## src/rtl/pe_ctrl_pkg.sv

```systemverilog
// pe_ctrl_pkg: shared declarations for the Life PE array sequencer.
//   - ctrl_state_t : controller state encoding (IDLE/LOAD/RUN/READ)
//   - row_idx_w / col_idx_w : index widths for the scan pointer
// The PE command codes and the PE state width normally arrive from the PE
// array declaration header; the guarded fallbacks below only apply when that
// header has not been read ahead of this file.
`ifndef PE_CMD_BITS
`define PE_CMD_BITS 2
`endif
`ifndef PE_CMD_NOP
`define PE_CMD_NOP 2'd0
`endif
`ifndef PE_CMD_WRITE
`define PE_CMD_WRITE 2'd1
`endif
`ifndef PE_CMD_PROCESS
`define PE_CMD_PROCESS 2'd2
`endif
`ifndef PE_STATE_BITS
`define PE_STATE_BITS 1
`endif

package pe_ctrl_pkg;

    typedef enum logic [1:0] {
        ST_IDLE = 2'd0,
        ST_LOAD = 2'd1,
        ST_RUN  = 2'd2,
        ST_READ = 2'd3
    } ctrl_state_t;

    function automatic int unsigned row_idx_w(input int unsigned rows);
        return (rows > 1) ? $clog2(rows) : 1;
    endfunction

    function automatic int unsigned col_idx_w(input int unsigned cols);
        return (cols > 1) ? $clog2(cols) : 1;
    endfunction

endpackage

```

## src/rtl/pe_array_ctrl_if.sv

```systemverilog
// pe_array_ctrl_if: host streams and PE array bus around the sequencer.
//   load_valid/load_ready/load_state : pattern load stream (host -> ctrl)
//   rd_valid/rd_ready/rd_state       : board readout stream (ctrl -> host)
//   cmd, rsel_i/csel_i, state_in     : broadcast command and write port
//   rsel_o/csel_o                    : read selects
//   array_state_out, any_active      : OR-reduced array feedback
// modport master: the sequencer side; modport slave: host plus array side.
interface pe_array_ctrl_if #(
    parameter int unsigned ROWS = 16,
    parameter int unsigned COLS = 16
);
    logic                      load_valid;
    logic                      load_ready;
    logic [`PE_STATE_BITS-1:0] load_state;
    logic                      rd_valid;
    logic                      rd_ready;
    logic [`PE_STATE_BITS-1:0] rd_state;
    logic [`PE_CMD_BITS-1:0]   cmd;
    logic [ROWS-1:0]           rsel_i;
    logic [COLS-1:0]           csel_i;
    logic [ROWS-1:0]           rsel_o;
    logic [COLS-1:0]           csel_o;
    logic [`PE_STATE_BITS-1:0] state_in;
    logic [`PE_STATE_BITS-1:0] array_state_out;
    logic                      any_active;

    modport master (
        input  load_valid, load_state, rd_ready, array_state_out, any_active,
        output load_ready, rd_valid, rd_state, cmd,
               rsel_i, csel_i, rsel_o, csel_o, state_in
    );

    modport slave (
        output load_valid, load_state, rd_ready, array_state_out, any_active,
        input  load_ready, rd_valid, rd_state, cmd,
               rsel_i, csel_i, rsel_o, csel_o, state_in
    );
endinterface

```

## src/rtl/pe_scan_counter.sv

```systemverilog
// pe_scan_counter: row-major (r,c) pointer shared by LOAD and READ.
//   clk, rst   : clock, asynchronous active-low reset
//   clr        : return pointer to (0,0)
//   adv        : step pointer (column first, then row)
//   row_sel    : one-hot row decode of the pointer
//   col_sel    : one-hot column decode of the pointer
//   last       : pointer is at (ROWS-1, COLS-1)
module pe_scan_counter
    import pe_ctrl_pkg::*;
#(
    parameter int unsigned ROWS = 16,
    parameter int unsigned COLS = 16
) (
    input  logic            clk,
    input  logic            rst,
    input  logic            clr,
    input  logic            adv,
    output logic [ROWS-1:0] row_sel,
    output logic [COLS-1:0] col_sel,
    output logic            last
);
    localparam int unsigned RW = row_idx_w(ROWS);
    localparam int unsigned CW = col_idx_w(COLS);
    localparam logic [RW-1:0] ROW_LAST = RW'(ROWS - 1);
    localparam logic [CW-1:0] COL_LAST = CW'(COLS - 1);

    logic [RW-1:0] row;
    logic [CW-1:0] col;

    always_ff @(posedge clk or negedge rst) begin
        if (!rst) begin
            row <= '0;
            col <= '0;
        end else if (clr) begin
            row <= '0;
            col <= '0;
        end else if (adv) begin
            if (col == COL_LAST) begin
                col <= '0;
                row <= (row == ROW_LAST) ? '0 : row + 1'b1;
            end else begin
                col <= col + 1'b1;
            end
        end
    end

    assign last = (row == ROW_LAST) && (col == COL_LAST);

    always_comb begin
        row_sel = '0;
        col_sel = '0;
        for (int unsigned i = 0; i < ROWS; i++) row_sel[i] = (row == RW'(i));
        for (int unsigned j = 0; j < COLS; j++) col_sel[j] = (col == CW'(j));
    end
endmodule

```

## src/rtl/pe_array_ctrl.sv

```systemverilog
// pe_array_ctrl: sequencer for the Life PE array (load / run / read).
//   clk, rst                  : clock, asynchronous active-low reset
//   op_load, op_run, op_read  : start pulses, honoured only in IDLE
//   num_gens                  : generation limit, latched when a run starts
//   bus (master)              : load/readout streams and PE array bus
//   busy                      : controller not in IDLE
//   done                      : one-cycle pulse on return to IDLE
//   stable                    : last run stopped on a no-change generation
//   gen_count                 : generations processed in current/last run
module pe_array_ctrl
    import pe_ctrl_pkg::*;
#(
    parameter int unsigned ROWS  = 16,
    parameter int unsigned COLS  = 16,
    parameter int unsigned GEN_W = 16
) (
    input  logic             clk,
    input  logic             rst,
    input  logic             op_load,
    input  logic             op_run,
    input  logic             op_read,
    input  logic [GEN_W-1:0] num_gens,
    pe_array_ctrl_if.master  bus,
    output logic             busy,
    output logic             done,
    output logic             stable,
    output logic [GEN_W-1:0] gen_count
);
    ctrl_state_t      state, state_next;
    logic [GEN_W-1:0] limit;
    logic             scan_clr, scan_adv, scan_last;
    logic [ROWS-1:0]  scan_rsel;
    logic [COLS-1:0]  scan_csel;
    logic             process_cycle, run_start;

    // Pointer sits at (0,0) whenever idle, so every LOAD/READ starts there.
    assign scan_clr = (state == ST_IDLE);
    assign scan_adv = ((state == ST_LOAD) && bus.load_valid) ||
                      ((state == ST_READ) && bus.rd_ready);

    pe_scan_counter #(
        .ROWS (ROWS),
        .COLS (COLS)
    ) u_scan (
        .clk     (clk),
        .rst     (rst),
        .clr     (scan_clr),
        .adv     (scan_adv),
        .row_sel (scan_rsel),
        .col_sel (scan_csel),
        .last    (scan_last)
    );

    // A zero limit spends its single RUN cycle without issuing PROCESS.
    assign process_cycle = (state == ST_RUN) && (limit != '0);
    assign run_start     = (state == ST_IDLE) && (state_next == ST_RUN);

    always_ff @(posedge clk or negedge rst) begin
        if (!rst) state <= ST_IDLE;
        else      state <= state_next;
    end

    always_comb begin
        state_next = state;
        unique case (state)
            ST_IDLE: begin
                if      (op_load) state_next = ST_LOAD;
                else if (op_run)  state_next = ST_RUN;
                else if (op_read) state_next = ST_READ;
            end
            ST_LOAD: if (bus.load_valid && scan_last) state_next = ST_IDLE;
            ST_RUN: begin
                if (limit == '0 || !bus.any_active || gen_count == limit - 1'b1)
                    state_next = ST_IDLE;
            end
            ST_READ: if (bus.rd_ready && scan_last) state_next = ST_IDLE;
            default: state_next = ST_IDLE;
        endcase
    end

    always_comb begin
        bus.cmd        = `PE_CMD_NOP;
        bus.rsel_i     = '0;
        bus.csel_i     = '0;
        bus.rsel_o     = '0;
        bus.csel_o     = '0;
        bus.state_in   = '0;
        bus.load_ready = 1'b0;
        bus.rd_valid   = 1'b0;
        bus.rd_state   = '0;
        busy           = (state != ST_IDLE);
        unique case (state)
            ST_LOAD: begin
                bus.load_ready = 1'b1;
                if (bus.load_valid) begin
                    bus.cmd      = `PE_CMD_WRITE;
                    bus.rsel_i   = scan_rsel;
                    bus.csel_i   = scan_csel;
                    bus.state_in = bus.load_state;
                end
            end
            ST_RUN: if (process_cycle) bus.cmd = `PE_CMD_PROCESS;
            ST_READ: begin
                bus.rd_valid = 1'b1;
                bus.rsel_o   = scan_rsel;
                bus.csel_o   = scan_csel;
                bus.rd_state = bus.array_state_out;
            end
            default: ;
        endcase
    end

    always_ff @(posedge clk or negedge rst) begin
        if (!rst) begin
            done      <= 1'b0;
            stable    <= 1'b0;
            gen_count <= '0;
            limit     <= '0;
        end else begin
            done <= (state != ST_IDLE) && (state_next == ST_IDLE);
            if (run_start) begin
                gen_count <= '0;
                stable    <= 1'b0;
                limit     <= num_gens;
            end else if (process_cycle) begin
                gen_count <= gen_count + 1'b1;
                if (!bus.any_active) stable <= 1'b1;
            end
        end
    end
endmodule

```

## src/flat_wrapper.sv

```systemverilog
// flat-port wrapper written by rule: the top's interface ports become plain ports
module pe_array_ctrl_flat import pe_ctrl_pkg::*;
#(
    parameter int unsigned ROWS  = 16,
    parameter int unsigned COLS  = 16,
    parameter int unsigned GEN_W = 16
)
  (clk, rst, op_load, op_run, op_read, num_gens, busy, done, stable, gen_count, bus_load_valid, bus_load_state, bus_rd_ready, bus_array_state_out, bus_any_active, bus_load_ready, bus_rd_valid, bus_rd_state, bus_cmd, bus_rsel_i, bus_csel_i, bus_rsel_o, bus_csel_o, bus_state_in);
  pe_array_ctrl_if #(.ROWS(ROWS), .COLS(COLS)) bus_i ();
  input  logic clk;
  input  logic rst;
  input  logic op_load;
  input  logic op_run;
  input  logic op_read;
  input  logic [GEN_W-1:0] num_gens;
  output logic busy;
  output logic done;
  output logic stable;
  output logic [GEN_W-1:0] gen_count;
  input wire logic [$bits(bus_i.load_valid)-1:0] bus_load_valid;
  input wire logic [$bits(bus_i.load_state)-1:0] bus_load_state;
  input wire logic [$bits(bus_i.rd_ready)-1:0] bus_rd_ready;
  input wire logic [$bits(bus_i.array_state_out)-1:0] bus_array_state_out;
  input wire logic [$bits(bus_i.any_active)-1:0] bus_any_active;
  output wire logic [$bits(bus_i.load_ready)-1:0] bus_load_ready;
  output wire logic [$bits(bus_i.rd_valid)-1:0] bus_rd_valid;
  output wire logic [$bits(bus_i.rd_state)-1:0] bus_rd_state;
  output wire logic [$bits(bus_i.cmd)-1:0] bus_cmd;
  output wire logic [$bits(bus_i.rsel_i)-1:0] bus_rsel_i;
  output wire logic [$bits(bus_i.csel_i)-1:0] bus_csel_i;
  output wire logic [$bits(bus_i.rsel_o)-1:0] bus_rsel_o;
  output wire logic [$bits(bus_i.csel_o)-1:0] bus_csel_o;
  output wire logic [$bits(bus_i.state_in)-1:0] bus_state_in;
  assign bus_i.load_valid = bus_load_valid;
  assign bus_i.load_state = bus_load_state;
  assign bus_i.rd_ready = bus_rd_ready;
  assign bus_i.array_state_out = bus_array_state_out;
  assign bus_i.any_active = bus_any_active;
  assign bus_load_ready = bus_i.load_ready;
  assign bus_rd_valid = bus_i.rd_valid;
  assign bus_rd_state = bus_i.rd_state;
  assign bus_cmd = bus_i.cmd;
  assign bus_rsel_i = bus_i.rsel_i;
  assign bus_csel_i = bus_i.csel_i;
  assign bus_rsel_o = bus_i.rsel_o;
  assign bus_csel_o = bus_i.csel_o;
  assign bus_state_in = bus_i.state_in;
  pe_array_ctrl #(.ROWS(ROWS), .COLS(COLS), .GEN_W(GEN_W)) u_core (.clk(clk), .rst(rst), .op_load(op_load), .op_run(op_run), .op_read(op_read), .num_gens(num_gens), .bus(bus_i), .busy(busy), .done(done), .stable(stable), .gen_count(gen_count));
endmodule
```

## config.mk

```make
export PLATFORM = sky130hd
export DESIGN_NAME = pe_array_ctrl_flat
export DESIGN_NICKNAME = d
export VERILOG_FILES = /design/src/rtl/pe_ctrl_pkg.sv /design/src/rtl/pe_array_ctrl_if.sv /design/src/rtl/pe_scan_counter.sv /design/src/rtl/pe_array_ctrl.sv /design/src/flat_wrapper.sv
export SDC_FILE = /design/constraint.sdc
export NUM_CORES = 1
export LEC_CHECK = 0
export CORE_MARGIN = 10
export CORE_UTILIZATION = 30
export DETAILED_ROUTE_END_ITERATION = 10
export PLACE_DENSITY_LB_ADDON = 0.12
export SKIP_CTS_REPAIR_TIMING = 1
export SYNTH_ARGS = -nofsm -noshare
export SYNTH_HDL_FRONTEND = slang
export SYNTH_SLANG_ARGS = --single-unit
```

## constraint.sdc

```tcl
create_clock -name clk -period 3.1 [get_ports clk]
set_input_delay 0.62 -clock clk [delete_from_list [all_inputs] [get_ports clk]]
set_output_delay 0.62 -clock clk [all_outputs]
set_load 0.02 [all_outputs]
```

-- After elaboration in Yosys (flattened, before gate mapping)
Cells that the tools add are included.
- register bits after elaboration: 44
- output and inout bits: 89
- word-level logic and storage cells: 104
- add/sub/neg operators: 4
- eq/ne operators: 36
- mux-type cells: 33
- reduce and logical (&&, ||, !) cells: 24
- operators with widths (operator ; number):
    two-way mux 16 bit ; 8
    == test 4 bit, second input constant ; 16
    == test 4 x 3 -> 1 bit, second input constant ; 8
    two-way mux 4 bit ; 7
    adder 16 x 1 -> 16 bit, second input constant ; 1
    == test 16 bit ; 1
    == test 4 x 2 -> 1 bit, second input constant ; 4
    logical NOT 16 bit ; 1
    nonzero test 16 bit ; 1
    subtractor 16 x 1 -> 16 bit, second input constant ; 1
    two-way mux 2 bit ; 7
    two-way mux 1 bit ; 9
    adder 4 x 1 -> 4 bit, second input constant ; 2
    == test 4 x 1 -> 1 bit, second input constant ; 2
    logical AND 1 bit ; 8
    logical NOT 4 bit ; 2
    one-hot mux 2 bit (4 select lines) ; 1
    nonzero test 2 bit ; 4
    == test 2 bit, second input constant ; 3
    logical NOT 2 bit ; 2
    one-hot mux 2 bit (2 select lines) ; 1
    AND reduction 2 bit ; 2
    logical OR 1 bit ; 3
    == test 2 x 1 -> 1 bit, second input constant ; 1
    2 further kinds ; 2

-- Depth between registers and ports, before layout
- depth after elaboration: 9
- mapped depth: 9
- gate-level depth less buffers: 8

-- By module
Synthesis repeated with hierarchy kept, for this count alone.
- cell total of the unflattened synthesis: 407
- area, all modules: 3530.9 um2
- modules (own cells, without submodules) (module ; times used ; cells an instance ; area each (um2)):
    pe_array_ctrl ; 1 ; 315 ; 2786.4
    pe_scan_counter ; 1 ; 92 ; 744.5

-- Worst setup path after synthesis
Ideal clock, no wire load.
- kind: register to output
- start point: register u_core.limit[3]
- end point: output port bus_cmd[1]
- arrival: 2105 ps
- data required time: 2480 ps
- slack: 375 ps
- cell stages (with the launch flop): 7
- path buffers: 2
- path through: dfrtp_1 > buf_6 > or4_1 > buf_2 > nor4b_1 > a21oi_1 > and2_1
- cells in the longest elaborated chain, start to end: 4
- ends and longest elaborated chain (what ; RTL line ; text):
    start, declared ; pe_array_ctrl.sv:30 ; logic [GEN_W-1:0] limit;
    start signal, assigned ; pe_array_ctrl.sv:124 ; limit <= num_gens;
    nonzero test 16 bit ; pe_array_ctrl.sv:55 ; assign process_cycle = (state == ST_RUN) && (limit != '0);
    logical AND 1 bit ; pe_array_ctrl.sv:55 ;
    two-way mux 2 bit ; pe_array_ctrl.sv:102 ; ST_RUN: if (process_cycle) bus.cmd = `PE_CMD_PROCESS;
    one-hot mux 2 bit (2 select lines) ; pe_array_ctrl.sv:92 ; unique case (state)
    end, declared ; flat_wrapper.sv:28 ; output wire logic [$bits(bus_i.cmd)-1:0] bus_cmd;
No other way between the ends.

-- Worst setup path after layout
- start point: register u_core.state[1]
- end point: output port bus_csel_i[11]
- cells in the longest elaborated chain, start to end: 2
- ends and longest elaborated chain (what ; RTL line ; text):
    start, declared ; pe_array_ctrl.sv:29 ; ctrl_state_t state, state_next;
    start signal, assigned ; pe_array_ctrl.sv:60 ; else state <= state_next;
    == test 2 x 1 -> 1 bit ; pe_array_ctrl.sv:92 ;
    two-way mux 16 bit ; pe_array_ctrl.sv:92 ;
    end, declared ; flat_wrapper.sv:30 ; output wire logic [$bits(bus_i.csel_i)-1:0] bus_csel_i;
No other way between the ends.

==> flow_metrics.env <==
export IMPL_worst_setup_path_start_kind="register"
export IMPL_wl_um=10600
export IMPL_rrSetupSlack_ps=470
export IMPL_post_dp_hpwl_um=8480
export IMPL_avgSynthCellArea_um2=7.58
export IMPL_syn2layout_area_growth_pct=44.7
export IMPL_setup_viol=0
export IMPL_crit_type="register to output port"
export IMPL_grt_max_degree=45
export IMPL_ctsRootBufferMaster="clkbuf_8"
export IMPL_drcViolationCount=0
export IMPL_synth_most_common_cell="nor2_1"
export IMPL_antenna_found_initial=0
export IMPL_crit_path_end_kind="output port"
export IMPL_ys_warn_count=0
export IMPL_synth_edff_count=0
export IMPL_crit_required_ps=2480
export IMPL_viasPerCell=4.87
export IMPL_dr_pass1_iters=4
export IMPL_die_area_um2=15300
export IMPL_ys_seq_area_share_pct=34.0
export IMPL_drive_gt1_share_pct=6.30
export IMPL_synthCells=427
export IMPL_clk_pin_slew_ps=90
export IMPL_n_fill_cell=1073
export IMPL_die_y_um=124
export IMPL_skew_ps=9.46
export IMPL_clock_fmax_ghz=0.342
export IMPL_insertion_delay_ps=300
export IMPL_multi_input_area_um2=1980
export IMPL_grt_pass1_wl_um=16900
export IMPL_synth_cell_type_count=48
export IMPL_cap_violations=0
export IMPL_async_flop_share_pct=100
export IMPL_hold_viol_final=0
export IMPL_syn_nets=468
export IMPL_postRouteAntennaNets=0
export IMPL_drtIter0Drc=195
export IMPL_vias=3294
export IMPL_fin_crit_sh_pct=94.4
export IMPL_seq_area_um2=1100
export IMPL_worst_slew_pin_transition_ps=1010
export IMPL_crit_arrival_ps=2310
export IMPL_total_power_mw=2.88
export IMPL_n_antenna_cell=0
export IMPL_finalWeightedCongestion=0.819
export IMPL_p_leak_nw=1.93
export IMPL_hold_path_class="primary input to async pin"
export IMPL_placementRows=37
export IMPL_synth_area_leaders="dfrtp_1 34%, nor2_1 10%, nand2_1 8.6%, ha_1 5.8%, xnor2_1 5.1%"
export IMPL_finalCriticalPeriod_ps=2930
export IMPL_syn_cell_area_um2=3240
export IMPL_htreeDepth=2
export IMPL_yosysTopAreaCellShare_pct=34.0
export IMPL_path_max_fanout=17
export IMPL_synthTopCellsByCount="87 x nor2_1, 74 x nand2_1, 44 x dfrtp_1, 20 x clkbuf_1, 19 x xnor2_1"
export IMPL_ys_seq_elements=44
export IMPL_grt_pass1_vias=3365
export IMPL_slew_viol_final=0
export IMPL_slew_headroom_pct=32.5
export IMPL_cts_buffers=5
export IMPL_die_w_um=124
export IMPL_boundaryPins=115
export IMPL_rsz0062_at_grt="no"
export IMPL_synth_top_cell_by_area="dfrtp_1"
export IMPL_grt_overflow=0
export IMPL_grt_usage_pct=13.3
export IMPL_status="complete, no violations"
export IMPL_fin_nets=580
export IMPL_dpl_worst_slack_ps=164
export IMPL_setup_tns_ps=0
export IMPL_p_per_area_nw_per_um2=615
export IMPL_fin_ws_ps=173
export IMPL_synth_ff_type="dfrtp_1"
export IMPL_clock_path_buffers=2
export IMPL_start_util_pct=31.1
export IMPL_cts_sinks=44
export IMPL_cts_tree="built"
export IMPL_ir_drop_mv=0.281
export IMPL_whs_ps=487
export IMPL_numPortBuffers=114
export IMPL_wire_per_inst_um=15.7
export IMPL_core_area_um2=10400
[metal layers]
metal	vias up	part of all wire, %	track usage [%]
met5	-	0	0
met4	0	1.4	3.57
met3	9	8.5	2.71
met2	116	46	23.8
met1	1521	44	15.9
li1	1648	-	-
[critical path, stage by stage, from the launching register on]
cell and delay (ps):
dfrtp_1 420, inv_1 140, ha_2 250, and2_1 140, buf_4 190, nand2_1 120, nor2_1 130, clkdlybuf4s50_1 620
[stage by stage]
| step | area (µm²) | std cells | utilization [%] |
|---|---|---|---|
| 2_1_floorplan | 3240 | 427 | - |
| 3_3_place_gp | 4550 | 668 | 43.7 |
| 4_1_cts | 4670 | 676 | 44.9 |
| 5_1_grt | 4680 | 676 | 44.9 |
| 3_5_place_dp | 4550 | 668 | 43.7 |
| 6_report | 4680 | 676 | 44.9 |
[area by class of cell]
cell class	count	share of cell area, %
timing repair buffer	129	26.8
sequential	44	23.5
clock inverter	1	0.642
inverter	12	0.962
multi-input combinational	347	42.4
tap	136	3.64
clock buffer	7	2.06
[kinds of logic after synthesis]
group,Yosys count,share of synthesized area (%)
buffers and inverters,36,4.72
and+or+nand+nor,252,36.4
AOI/OAI and AO/OA,43,8.93
xor gates and xnor gates,35,9.47
adders and majority gates,15,5.80
DFF,44,34.0
muxes,2,0.619
[worst paths after layout]
path / from / end / cells after the start
max: u_core.state[1]$_DFF_PN0_ / bus_csel_i[11] / 7
min: rst / u_core.gen_count[10]$_DFFE_PN0P_ / 1
max reg2reg: u_core.limit[3]$_DFFE_PN0N_ / u_core.state[1]$_DFF_PN0_ / 7
min reg2reg: u_core.stable$_DFFE_PN0P_ / u_core.stable$_DFFE_PN0P_ / 2
max in group asynchronous: rst / u_core.state[1]$_DFF_PN0_ / 1
min in group clk: u_core.stable$_DFFE_PN0P_ / u_core.stable$_DFFE_PN0P_ / 2
[where the power goes]
group	internal (mW)	total (mW)	leakage (nW)	switching, mW
clock network	0.285	0.485	0.0645	0.201
logic	0.667	1.52	1.29	0.848
registers	0.719	0.876	0.580	0.157
total	1.67	2.88	1.93	1.21
[cell usage in the layout, fill, tap and decap left out, drive strengths merged, types with 8 or more instances in the layout]
cell / n
nand3: 14
nand4: 9
ha: 15
dfrtp: 44
nor3: 9
xor2: 16
buf: 16
nor2: 87
inv: 12
and3: 11
or3: 9
a21oi: 10
o21ai: 13
xnor2: 19
clkdlybuf4s50: 111
and2: 8
nand2: 74
[registers in the layout, indices dropped and copies added, names as in the netlist]
name               count
u_core.state           2
u_core.u_scan.col      4
u_core.stable          1
u_core.limit          16
u_core.done            1
u_core.gen_count      16
u_core.u_scan.row      4
(Power assumes the default switching activity.)
